<file path="config.mk">
export PLATFORM = sky130hd
export DESIGN_NAME = retire_controller
export DESIGN_NICKNAME = d
export VERILOG_FILES = /design/src/rtl/retire_controller.sv
export SDC_FILE = /design/constraint.sdc
export NUM_CORES = 1
export LEC_CHECK = 0
export CAP_MARGIN = 15
export CORE_ASPECT_RATIO = 1.5
export CORE_MARGIN = 4
export CORE_UTILIZATION = 40
export CTS_BUF_LIST = sky130_fd_sc_hd__clkbuf_16
export DETAILED_ROUTE_END_ITERATION = 10
export HOLD_SLACK_MARGIN = 0.05
export PLACE_DENSITY = 0.87
export SYNTH_ARGS = -nofsm -noshare
export SYNTH_HDL_FRONTEND = slang
export SYNTH_SLANG_ARGS = --single-unit
</file>
<file path="constraint.sdc">
create_clock -name clk -period 5.9 [get_ports clk]
set_input_delay 1.18 -clock clk [delete_from_list [all_inputs] [get_ports clk]]
set_output_delay 1.18 -clock clk [all_outputs]
set_load 0.02 [all_outputs]
</file>
<file path="src/rtl/retire_controller.sv">
// Retire/commit controller at the head of the active list: per-lane commit decision, recovery handshake, deadlock watchdog.
// Define RETIRE_PERF_COUNTERS_EN to build the retired-op and recovery performance counters.
module retire_controller #(
  parameter int COMMIT_WIDTH       = 2,
  parameter int AL_CNT_W           = 7,
  parameter int MAX_INSN_PER_CYCLE = COMMIT_WIDTH,
  parameter int DEADLOCK_CYCLES    = 500,
  parameter int PERF_CNT_W         = 32,
  localparam int NUM_W             = $clog2(COMMIT_WIDTH + 1),
  localparam int IDX_W             = (COMMIT_WIDTH > 1) ? $clog2(COMMIT_WIDTH) : 1,
  localparam int EXEC_W            = 4,
  localparam int REFETCH_W         = 3
) (
  input  logic                                clk,
  input  logic                                rst,
  input  logic                                phase_commit,
  input  logic [AL_CNT_W-1:0]                 al_count,
  input  logic [COMMIT_WIDTH-1:0][EXEC_W-1:0] head_exec_state,
  input  logic [COMMIT_WIDTH-1:0]             head_last,
  input  logic [COMMIT_WIDTH-1:0]             head_is_branch,
  input  logic [COMMIT_WIDTH-1:0]             head_is_store,
  input  logic [COMMIT_WIDTH-1:0]             head_is_load,
  input  logic                                recovery_busy,
  input  logic                                recovery_ack,
  input  logic                                recovery_done,
  output logic [COMMIT_WIDTH-1:0]             commit_mask,
  output logic [NUM_W-1:0]                    commit_num,
  output logic [NUM_W-1:0]                    commit_load_num,
  output logic [NUM_W-1:0]                    commit_store_num,
  output logic                                recovery_req,
  output logic [IDX_W-1:0]                    recovery_index,
  output logic [REFETCH_W-1:0]                refetch_type,
  output logic [EXEC_W-1:0]                   recovery_cause,
  output logic                                deadlock,
  output logic [PERF_CNT_W-1:0]               perf_ops,
  output logic [PERF_CNT_W-1:0]               perf_recoveries
);

  // ExecutionState encoding; every code from 9 upward is a non-misaligned-fetch fault.
  localparam logic [EXEC_W-1:0] EXEC_STATE_SUCCESS               = 4'd0;
  localparam logic [EXEC_W-1:0] EXEC_STATE_NOT_FINISHED          = 4'd1;
  localparam logic [EXEC_W-1:0] EXEC_STATE_REFETCH_NEXT          = 4'd2;
  localparam logic [EXEC_W-1:0] EXEC_STATE_REFETCH_THIS          = 4'd3;
  localparam logic [EXEC_W-1:0] EXEC_STATE_STORE_LOAD_FWD_MISS   = 4'd4;
  localparam logic [EXEC_W-1:0] EXEC_STATE_TRAP_ECALL            = 4'd5;
  localparam logic [EXEC_W-1:0] EXEC_STATE_TRAP_EBREAK           = 4'd6;
  localparam logic [EXEC_W-1:0] EXEC_STATE_TRAP_MRET             = 4'd7;
  localparam logic [EXEC_W-1:0] EXEC_STATE_FAULT_INSN_MISALIGNED = 4'd8;

  localparam logic [REFETCH_W-1:0] REFETCH_TYPE_THIS_PC               = 3'd0;
  localparam logic [REFETCH_W-1:0] REFETCH_TYPE_NEXT_PC               = 3'd1;
  localparam logic [REFETCH_W-1:0] REFETCH_TYPE_STORE_NEXT_PC         = 3'd2;
  localparam logic [REFETCH_W-1:0] REFETCH_TYPE_BRANCH_TARGET         = 3'd3;
  localparam logic [REFETCH_W-1:0] REFETCH_TYPE_THIS_PC_TO_CSR_TARGET = 3'd4;
  localparam logic [REFETCH_W-1:0] REFETCH_TYPE_NEXT_PC_TO_CSR_TARGET = 3'd5;

  localparam int WD_W = $clog2(DEADLOCK_CYCLES + 1);

  typedef enum logic [1:0] {RUN, REQ, WAIT} stateT;

  stateT state, nextState;

  logic                                finishChain;
  logic [NUM_W-1:0]                    finishedCnt;
  logic [NUM_W-1:0]                    insnCnt;
  logic [NUM_W-1:0]                    insnRange;
  logic [IDX_W-1:0]                    curHead, curTail;
  logic [COMMIT_WIDTH-1:0][IDX_W-1:0]  headOf, tailOf;
  logic                                laneFault, laneTail;
  logic [IDX_W-1:0]                    lanePoint;
  logic [REFETCH_W-1:0]                laneType;
  logic                                trigger, trigTail;
  logic [IDX_W-1:0]                    trigLane, trigPoint;
  logic [REFETCH_W-1:0]                trigType;
  logic [EXEC_W-1:0]                   trigCause;
  logic [NUM_W-1:0]                    commitCnt;
  logic [WD_W-1:0]                     stallCnt;
  logic                                stallClear;

  // Finished prefix, whole-instruction retire window, and the instruction boundaries around each lane.
  always_comb begin
    finishedCnt = '0;
    finishChain = 1'b1;
    for (int i = 0; i < COMMIT_WIDTH; i++) begin
      if (finishChain && (i < int'(al_count)) && (head_exec_state[i] != EXEC_STATE_NOT_FINISHED))
        finishedCnt = NUM_W'(i + 1);
      else
        finishChain = 1'b0;
    end
    insnRange = '0;
    insnCnt   = '0;
    for (int i = 0; i < COMMIT_WIDTH; i++) begin
      if ((i < int'(finishedCnt)) && head_last[i] && (int'(insnCnt) < MAX_INSN_PER_CYCLE)) begin
        insnCnt   = insnCnt + NUM_W'(1);
        insnRange = NUM_W'(i + 1);
      end
    end
    curHead = '0;
    for (int i = 0; i < COMMIT_WIDTH; i++) begin
      headOf[i] = curHead;
      if (head_last[i]) curHead = IDX_W'(i + 1);
    end
    curTail = IDX_W'(COMMIT_WIDTH - 1);
    for (int i = COMMIT_WIDTH - 1; i >= 0; i--) begin
      if (head_last[i]) curTail = IDX_W'(i);
      tailOf[i] = curTail;
    end
  end

  // Pick the lane whose recovery point is earliest; a strict compare leaves ties with the lowest lane.
  always_comb begin
    trigger   = 1'b0;
    trigTail  = 1'b0;
    trigLane  = '0;
    trigPoint = '0;
    trigType  = REFETCH_TYPE_THIS_PC;
    trigCause = EXEC_STATE_SUCCESS;
    laneFault = 1'b0;
    laneTail  = 1'b0;
    lanePoint = '0;
    laneType  = REFETCH_TYPE_THIS_PC;
    for (int i = 0; i < COMMIT_WIDTH; i++) begin
      laneFault = (i < int'(insnRange));
      laneTail  = 1'b0;
      lanePoint = headOf[i];
      laneType  = REFETCH_TYPE_THIS_PC;
      case (head_exec_state[i])
        EXEC_STATE_SUCCESS, EXEC_STATE_NOT_FINISHED: laneFault = 1'b0;
        EXEC_STATE_REFETCH_NEXT: begin
          laneTail  = 1'b1;
          lanePoint = tailOf[i];
          laneType  = head_is_branch[i] ? REFETCH_TYPE_BRANCH_TARGET :
                      head_is_store[i]  ? REFETCH_TYPE_STORE_NEXT_PC : REFETCH_TYPE_NEXT_PC;
        end
        EXEC_STATE_REFETCH_THIS, EXEC_STATE_STORE_LOAD_FWD_MISS: laneType = REFETCH_TYPE_THIS_PC;
        EXEC_STATE_TRAP_ECALL, EXEC_STATE_TRAP_EBREAK, EXEC_STATE_TRAP_MRET,
        EXEC_STATE_FAULT_INSN_MISALIGNED: begin
          laneTail  = 1'b1;
          lanePoint = tailOf[i];
          laneType  = REFETCH_TYPE_NEXT_PC_TO_CSR_TARGET;
        end
        default: laneType = REFETCH_TYPE_THIS_PC_TO_CSR_TARGET;
      endcase
      if (laneFault && (!trigger || (lanePoint < trigPoint))) begin
        trigger   = 1'b1;
        trigTail  = laneTail;
        trigLane  = IDX_W'(i);
        trigPoint = lanePoint;
        trigType  = laneType;
        trigCause = head_exec_state[i];
      end
    end
  end

  always_ff @(posedge clk or negedge rst) begin
    if (!rst) state <= RUN;
    else      state <= nextState;
  end

  always_comb begin
    nextState = state;
    case (state)
      RUN:     if (phase_commit && trigger && !recovery_busy) nextState = REQ;
      REQ:     if (recovery_ack) nextState = WAIT;
      WAIT:    if (recovery_done) nextState = RUN;
      default: nextState = RUN;
    endcase
  end

  // The op at the recovery point itself retires only for tail-type causes that are handed off this cycle.
  always_comb begin
    commitCnt = '0;
    if ((state == RUN) && phase_commit) begin
      if (!trigger) commitCnt = insnRange;
      else          commitCnt = NUM_W'(trigPoint) + NUM_W'(trigTail && !recovery_busy);
    end
    commit_num       = commitCnt;
    commit_mask      = '0;
    commit_load_num  = '0;
    commit_store_num = '0;
    for (int i = 0; i < COMMIT_WIDTH; i++) begin
      commit_mask[i]   = (i < int'(commitCnt));
      commit_load_num  = commit_load_num + NUM_W'(commit_mask[i] && head_is_load[i]);
      commit_store_num = commit_store_num + NUM_W'(commit_mask[i] && head_is_store[i]);
    end
  end

  always_ff @(posedge clk or negedge rst) begin
    if (!rst) begin
      recovery_req   <= 1'b0;
      recovery_index <= '0;
      refetch_type   <= REFETCH_TYPE_THIS_PC;
      recovery_cause <= EXEC_STATE_SUCCESS;
    end else begin
      recovery_req <= (nextState == REQ);
      if ((state == RUN) && (nextState == REQ)) begin
        recovery_index <= trigLane;
        refetch_type   <= trigType;
        recovery_cause <= trigCause;
      end
    end
  end

  assign stallClear = commit_mask[0] || recovery_done;

  // The flag is raised on the cycle that completes the DEADLOCK_CYCLES-th consecutive stall.
  always_ff @(posedge clk or negedge rst) begin
    if (!rst) begin
      stallCnt <= '0;
      deadlock <= 1'b0;
    end else begin
      if (stallClear)                             stallCnt <= '0;
      else if (stallCnt < WD_W'(DEADLOCK_CYCLES)) stallCnt <= stallCnt + WD_W'(1);
      if (!stallClear && (stallCnt >= WD_W'(DEADLOCK_CYCLES - 1))) deadlock <= 1'b1;
    end
  end

`ifdef RETIRE_PERF_COUNTERS_EN
  always_ff @(posedge clk or negedge rst) begin
    if (!rst) begin
      perf_ops        <= '0;
      perf_recoveries <= '0;
    end else begin
      perf_ops <= perf_ops + PERF_CNT_W'(commit_num);
      if ((state != REQ) && (nextState == REQ)) perf_recoveries <= perf_recoveries + PERF_CNT_W'(1);
    end
  end
`else
  assign perf_ops        = '0;
  assign perf_recoveries = '0;
`endif

endmodule

</file>
=== Yosys cells after proc, flatten, opt, wreduce, memory -nomap -nowiden ===
Cells that the tools add are included.

* Bits in registers: 21
* Latch bits: 0
* Memory bits (writable): 0
* Bits in read-only memories: 0
* Input port bits: 29
* Output and inout port bits: 82
* Word-level logic and storage cells: 116
* Memories kept: 0

* $add $sub $neg: 4
* Multipliers: 0
* Div/mod/pow operators: 0
* Order comparisons: 12
* Equality and inequality tests: 21
* Shifts and indexed selects: 0
* Muxes and demuxes: 38
* Bitwise gates (word level): 0
* Reduce and logical (&&, ||, !) cells: 34

{| class="wikitable"
|+ Operator list
! kind !! count
|-
| equality test 4 x 3 -> 1 bit, second input constant || 8
|-
| two-way mux 2 bit || 11
|-
| two-way mux 1 bit || 18
|-
| two-way mux 9 bit || 2
|-
| case mux 3 bit (3 select lines) || 2
|-
| logical AND 1 bit || 17
|-
| equality test 4 x 2 -> 1 bit, second input constant || 4
|-
| OR reduction 4 bit || 4
|-
| less-than comparator 1 x 7 -> 1 bit, first input constant || 2
|-
| less-than comparator 1 x 2 -> 1 bit, first input constant || 6
|-
| OR reduction 5 bit || 2
|-
| adder 9 x 1 -> 9 bit, second input constant || 1
|-
| >= comparator 9 bit, second input constant || 1
|-
| less-than comparator 9 bit, second input constant || 1
|-
| equality test 4 x 1 -> 1 bit, second input constant || 2
|-
| equality test 4 bit, second input constant || 2
|-
| zero test 4 bit || 2
|-
| two-way mux 4 bit || 2
|-
| inequality test 4 x 1 -> 1 bit, second input constant || 2
|-
| adder 1 x 1 -> 2 bit || 3
|-
| two-way mux 3 bit || 2
|-
| case mux 2 bit (3 select lines) || 1
|-
| equality test 2 x 1 -> 1 bit, second input constant || 2
|-
| OR reduction 2 bit || 2
|-
| 7 further kinds || 10
|}

=== Depth between registers and ports, before layout ===
* Depth in word-level cells: 27
* Mapped depth: 13
* Depth with buffers taken out: 11

=== Worst setup path before layout ===
Ideal clock, no wire load.

* Path type: input to output
* Start point: input head_exec_state[0] (netlist name)
* End point: output commit_load_num[0]
* Arrival time: 4.006 ns
* Required time: 4.720 ns
* Path slack: 0.714 ns
* Stages: 12
* Buffers on the path: 2
* Cells stage by stage: or4b_1 and3_4 buf_6 o41ai_4 a21oi_1 nor3_1 ha_1 nor2_1 a211oi_2 buf_2 and2_1 ha_1

* Cells in the longest elaborated chain, start to end: 26
* Elaborated cells between the ends (all ways): 49
* Those cells by class: add/sub: 2; order compare: 8; eq/ne: 7; mux: 17; reduce/logical: 15

{| class="wikitable"
|+ RTL lines
! what !! line !! text
|-
| start: declaration || 18 || <nowiki>input logic [COMMIT_WIDTH-1:0][EXEC_W-1:0] head_exec_state,</nowiki>
|-
| inequality test 4 x 1 -> 1 bit || 85 || <nowiki>if (finishChain && (i < int'(al_count)) && (head_exec_state[i] != EXEC_STATE_NOT_FINISHED))</nowiki>
|-
| logical AND 1 bit || 85 ||
|-
| two-way mux 1 bit || 85 ||
|-
| logical AND 1 bit (2 in a row) || 85 ||
|-
| two-way mux 2 bit || 85 ||
|-
| less-than comparator 1 x 2 -> 1 bit || 93 || <nowiki>if ((i < int'(finishedCnt)) && head_last[i] && (int'(insnCnt) < MAX_INSN_PER_CYCLE)) begin</nowiki>
|-
| logical AND 1 bit || 93 ||
|-
| two-way mux 1 bit || 93 ||
|-
| (+10 left out) || -- ||
|-
| logical AND 1 bit || 175 || <nowiki>else commitCnt = NUM_W'(trigPoint) + NUM_W'(trigTail && !recovery_busy);</nowiki>
|-
| adder 1 x 1 -> 2 bit || 175 ||
|-
| two-way mux 2 bit (*) || 174 || <nowiki>if (!trigger) commitCnt = insnRange;</nowiki>
|-
| two-way mux 2 bit (*) || 173 || <nowiki>if ((state == RUN) && phase_commit) begin</nowiki>
|-
| less-than comparator 1 x 2 -> 1 bit (*) || 182 || <nowiki>commit_mask[i] = (i < int'(commitCnt));</nowiki>
|-
| net commit_mask[1] || 26 || <nowiki>output logic [COMMIT_WIDTH-1:0] commit_mask,</nowiki>
|-
| logical AND 1 bit (*) || 183 || <nowiki>commit_load_num = commit_load_num + NUM_W'(commit_mask[i] && head_is_load[i]);</nowiki>
|-
| adder 1 x 1 -> 2 bit (*) || 183 ||
|-
| end: declaration || 28 || <nowiki>output logic [NUM_W-1:0] commit_load_num,</nowiki>
|}

Mark *: on every way through the listed nets, which the timed path passes. The rest lies on a longest branch.

=== Worst setup path in the final report ===
* Start point: input head_exec_state[0] (netlist name)
* End point: output commit_load_num[1]

* Cells in the longest elaborated chain, start to end: 26
* Elaborated cells between the ends (all ways): 49
* Those cells by class: add/sub: 2; order compare: 8; eq/ne: 7; mux: 17; reduce/logical: 15

{| class="wikitable"
|+ RTL lines
! what !! line !! text
|-
| inequality test 4 x 1 -> 1 bit || 85 ||
|-
| logical AND 1 bit || 85 ||
|-
| two-way mux 1 bit || 85 ||
|-
| logical AND 1 bit (2 in a row) || 85 ||
|-
| two-way mux 2 bit || 85 ||
|-
| less-than comparator 1 x 2 -> 1 bit || 93 ||
|-
| logical AND 1 bit || 93 ||
|-
| two-way mux 1 bit || 93 ||
|-
| (+9 left out) || -- ||
|-
| two-way mux 1 bit || 144 || <nowiki>if (laneFault && (!trigger || (lanePoint < trigPoint))) begin</nowiki>
|-
| logical AND 1 bit || 175 ||
|-
| adder 1 x 1 -> 2 bit || 175 ||
|-
| two-way mux 2 bit (*) || 174 ||
|-
| two-way mux 2 bit (*) || 173 ||
|-
| less-than comparator 1 x 2 -> 1 bit || 182 ||
|-
| logical AND 1 bit || 183 ||
|-
| adder 1 x 1 -> 2 bit (*) || 183 ||
|}

Every way passes the cells marked *; elsewhere a longest branch is shown, timed or not.

==> impl_metrics.xml <==
<?xml version="1.0" encoding="UTF-8"?>
<metrics>
  <group name="floorplan">
    <metric name="floorplan.initialDensity" unit="">0.422</metric>
    <metric name="core_area" unit="sq um">4930</metric>
    <metric name="pin_count" unit="">111</metric>
    <metric name="floorplan.die.height" unit="um">96.3</metric>
    <metric name="std_cell_rows" unit="">31</metric>
    <metric name="die_area" unit="sq um">6440</metric>
    <metric name="chipWidth" unit="um">66.9</metric>
  </group>
  <group name="placed_design">
    <metric name="io_port_bufs" unit="">46</metric>
    <metric name="dp_hpwl" unit="um">4360</metric>
    <metric name="place.gp.congestion" unit="">0.918</metric>
    <metric name="placement.cell_area" unit="sq um">2490</metric>
  </group>
  <group name="pwr">
    <metric name="power_per_cell_area" unit="nW/um^2">244</metric>
    <metric name="vdd.ir_drop.worst" unit="mV">0.0980</metric>
    <metric name="leakage" unit="nW">1.17</metric>
  </group>
  <group name="clock_tree">
    <metric name="deepest_level_of_the_cts_h_tree" unit="">1</metric>
    <metric name="tritoncts.num_buffers" unit="">3</metric>
    <metric name="clk_path_buf_depth" unit="">2</metric>
    <metric name="root_buffer" unit="">sky130_fd_sc_hd__clkbuf_16</metric>
    <metric name="clkSlewWorstSetupHoldPaths" unit="ns">0.06</metric>
    <metric name="worst_skew_pair_latency" unit="ns">0.25</metric>
    <metric name="tritoncts" unit="">yes</metric>
    <metric name="cts_setup_buffers" unit="">0</metric>
    <metric name="number_of_sinks_driven_by_the_clock_tree" unit="">21</metric>
    <metric name="postCtsHoldBufs" unit="">0</metric>
  </group>
  <group name="final_layout">
    <metric name="post-route-cell-area" unit="sq um">2580</metric>
    <metric name="fin_nets" unit="">340</metric>
    <metric name="utilization" unit="">0.523</metric>
    <metric name="fillers" unit="">488</metric>
    <metric name="num_antenna_cells" unit="">0</metric>
    <metric name="syn_to_final_growth" unit="%">24.0</metric>
    <metric name="seqCellArea" unit="sq um">526</metric>
    <metric name="drive_gt1_frac" unit="">0.131</metric>
    <metric name="multi_input_area" unit="sq um">1230</metric>
  </group>
  <group name="global_route">
    <metric name="grt_use_total" unit="">0.171</metric>
    <metric name="pin_count_of_the_biggest_net_entering_global_routing" unit="">22</metric>
    <metric name="grt_antenna_before_repair" unit="">0</metric>
    <metric name="grt_remaining_overflow" unit="">0</metric>
    <metric name="via_count_of_the_first_global_routing_pass" unit="">1848</metric>
    <metric name="wire_length_of_the_first_global_routing_pass" unit="um">8460</metric>
  </group>
  <group name="route">
    <metric name="ant_nets" unit="">0</metric>
    <metric name="finalWirelength" unit="um">5300</metric>
    <metric name="drtIter0Drc" unit="">110</metric>
    <metric name="detail_route.vias_per_cell" unit="">5.05</metric>
    <metric name="first_pass_iters" unit="">4</metric>
    <metric name="route.detailed.drc" unit="">0</metric>
    <metric name="routedWlPerCell" unit="um">14.3</metric>
    <metric name="route.vias.total" unit="">1877</metric>
  </group>
  <group name="critical_path">
    <metric name="arrival" unit="ns">4.58</metric>
    <metric name="timing.reg2reg.setup_slack" unit="ns">3.53</metric>
    <metric name="worstPathMaxFanout" unit="">6</metric>
    <metric name="setup.worst_path.start_class" unit="">input port</metric>
    <metric name="worst_r2r_endpoint" unit="">state[0]</metric>
    <metric name="timing.setup.critical_path_class" unit="">in2out</metric>
    <metric name="worst_r2r_path_depth" unit="">5</metric>
    <metric name="rr_startpoint" unit="">state[1]</metric>
    <metric name="cp-end-kind" unit="">primary output</metric>
    <metric name="critical_path_rt" unit="ns">4.72</metric>
  </group>
  <group name="synth">
    <metric name="postSynth.asyncResetShare" unit="">1.00</metric>
    <metric name="yosys_warnings" unit="">0</metric>
    <metric name="postSynthRegisterBits" unit="">21</metric>
    <metric name="synthTopCellsByArea" unit="">sky130_fd_sc_hd__dfrtp_1, sky130_fd_sc_hd__buf_4, sky130_fd_sc_hd__nor4_1, sky130_fd_sc_hd__nor3_1, sky130_fd_sc_hd__ha_1</metric>
    <metric name="synth_enable_flop_cells" unit="">0</metric>
    <metric name="yosysSeqAreaShare" unit="">0.253</metric>
    <metric name="syn_inst" unit="">245</metric>
    <metric name="synth_flop_cell" unit="">sky130_fd_sc_hd__dfrtp_1</metric>
    <metric name="synth_top_cell_area_share" unit="">0.253</metric>
    <metric name="ys_types" unit="">55</metric>
    <metric name="syn_area" unit="sq um">2080</metric>
    <metric name="postSynthAreaPerCell" unit="sq um">8.48</metric>
    <metric name="synth_largest_area_cell" unit="">sky130_fd_sc_hd__dfrtp_1</metric>
  </group>
  <group name="sta">
    <metric name="post-route-period-util" unit="">0.977</metric>
    <metric name="fin_crit_period" unit="ns">5.76</metric>
    <metric name="timing_hold_violations_final" unit="">0</metric>
    <metric name="finalClockSkew" unit="ns">0.00232</metric>
    <metric name="fin_setup_tns" unit="ns">0</metric>
    <metric name="transition_at_the_pin_with_the_smallest_max_transition_slack" unit="ns">0.948</metric>
    <metric name="setup_repair_after_global_routing_missed_its_margin" unit="">yes</metric>
    <metric name="slew_headroom" unit="">0.366</metric>
    <metric name="finalSetupViolations" unit="">0</metric>
    <metric name="finalMaxSlewViolations" unit="">0</metric>
    <metric name="max_freq" unit="MHz">174</metric>
  </group>
  <group name="hold_path">
    <metric name="hold_path_end" unit="">deadlock</metric>
    <metric name="whs_path_depth" unit="">2</metric>
    <metric name="hold_path.startpoint" unit="">deadlock</metric>
    <metric name="hold_path.class" unit="">reg2reg</metric>
  </group>
  <group name="job">
    <metric name="drv.max_cap_violation_count" unit="">0</metric>
  </group>
  <group name="status">
    <metric name="status" unit="">finished clean</metric>
  </group>
</metrics>
## placed cells by master, fill, tap and decap left out, drive strengths merged, types with 3 or more instances in the layout
cell,instances
xnor2,3
nor2b,4
o211ai,5
inv,8
nand4,3
nor4,12
ha,4
buf,22
o21a,3
nand3,8
and3,3
clkbuf,3
nand3b,3
and2,4
dfrtp,21
xor2,3
a31oi,7
nor2,9
nor3,13
a21oi,5
or2,3
conb,64
o2111ai,6
nand2,8
o21ai,6
clkdlybuf4s50,42
## report_power, final
group          internal [mW]  leakage [nW]  switching [mW]
combinational          0.123         0.863           0.159
clock                 0.0903        0.0423          0.0518
sequential             0.178         0.266          0.0259
## through the flow
step | power, mW | setup slack [ns] | instances | hold WS [ns]
after floorplan | 0.399 | 0.714 | 308 | 0.501
after global placement | 0.483 | 0.0146 | 368 | 0.461
after detailed placement | 0.490 | -0.0377 | 368 | 0.473
after CTS | 0.630 | 0.0343 | 372 | 0.490
after global routing | 0.665 | -0.0848 | 372 | 0.531
final | 0.629 | 0.137 | 372 | 0.489
## synth_stat cells (4+ instances only)
master and number:
sky130_fd_sc_hd__nand2_1 8, sky130_fd_sc_hd__nor4_1 11, sky130_fd_sc_hd__o21ai_0 6, sky130_fd_sc_hd__inv_1 7, sky130_fd_sc_hd__nor3_1 13, sky130_fd_sc_hd__nor2b_1 4, sky130_fd_sc_hd__a31oi_1 7, sky130_fd_sc_hd__a21oi_1 5
sky130_fd_sc_hd__buf_4 66, sky130_fd_sc_hd__o211ai_1 5, sky130_fd_sc_hd__dfrtp_1 21, sky130_fd_sc_hd__nand3_1 8, sky130_fd_sc_hd__ha_1 4, sky130_fd_sc_hd__nor2_1 9, sky130_fd_sc_hd__o2111ai_1 5, sky130_fd_sc_hd__and2_1 4
## worst max path at each step
stage                         end          startpoint  slack [ns]
6_report       commit_load_num[1]  head_exec_state[0]        0.14
5_1_grt        commit_load_num[1]  head_exec_state[0]       -0.08
4_1_cts            commit_mask[0]  head_exec_state[0]        0.03
3_5_place_dp   commit_load_num[0]  head_exec_state[0]       -0.04
3_3_place_gp   commit_load_num[0]  head_exec_state[0]        0.01
2_1_floorplan  commit_load_num[0]  head_exec_state[0]        0.71
## flip-flops by register name (all words and copies together), names as in the netlist
register        count
stallCnt            9
recovery_index      1
state               2
recovery_req        1
refetch_type        3
recovery_cause      4
deadlock            1
## final cells by class
| class | count | share of cell area |
|---|---|---|
| clock buffers | 3 | 0.0291 |
| clock inverters | 1 | 0.00146 |
| inverters | 7 | 0.0102 |
| multi-input cells | 206 | 0.479 |
| flip-flops and latches | 21 | 0.204 |
| well taps | 66 | 0.0321 |
| repair buffers | 68 | 0.244 |
## critical path, cell delays in order
cell                              delay, ns
sky130_fd_sc_hd__clkdlybuf4s50_1       0.47
sky130_fd_sc_hd__or4b_1                0.56
sky130_fd_sc_hd__and3_4                0.22
sky130_fd_sc_hd__o41a_1                0.34
sky130_fd_sc_hd__nor3_1                0.16
sky130_fd_sc_hd__nor3_1                0.07
sky130_fd_sc_hd__ha_1                  0.19
sky130_fd_sc_hd__a211oi_1              0.26
sky130_fd_sc_hd__a211oi_2              0.06
sky130_fd_sc_hd__buf_4                 0.17
sky130_fd_sc_hd__o21a_1                0.17
sky130_fd_sc_hd__ha_1                  0.19
sky130_fd_sc_hd__clkdlybuf4s50_1       0.53
## kinds of logic (layout without fill, tap and decap cells)
family                   Yosys count  in the layout  synth area share
XOR/XNOR                           6              6            0.0253
buffers and inverters             81             79             0.271
AND/OR/NAND/NOR                   84             84             0.238
flip-flops                        21             21             0.253
multiplexers                       2              2           0.00963
AO/OA/AOI/OAI                     46             46             0.178
other                              1             64           0.00180
adder cells (fa/ha/maj)            4              4            0.0241
## routing by layer
metal  global-route usage  wire length [um]  vias up
met4               0.0948               201        0
met1                0.185              1850      862
met2                0.310              2740      110
met5                    0                 0        -
met3               0.0245               508       17
li1                     -                 -      888
## repair_timing
action	in CTS	in global routing
endpoints found under the setup margin	2	4
pin swaps	0	0
gates resized for setup	2	4
cloned	0	0
(Power assumes the default switching activity.)
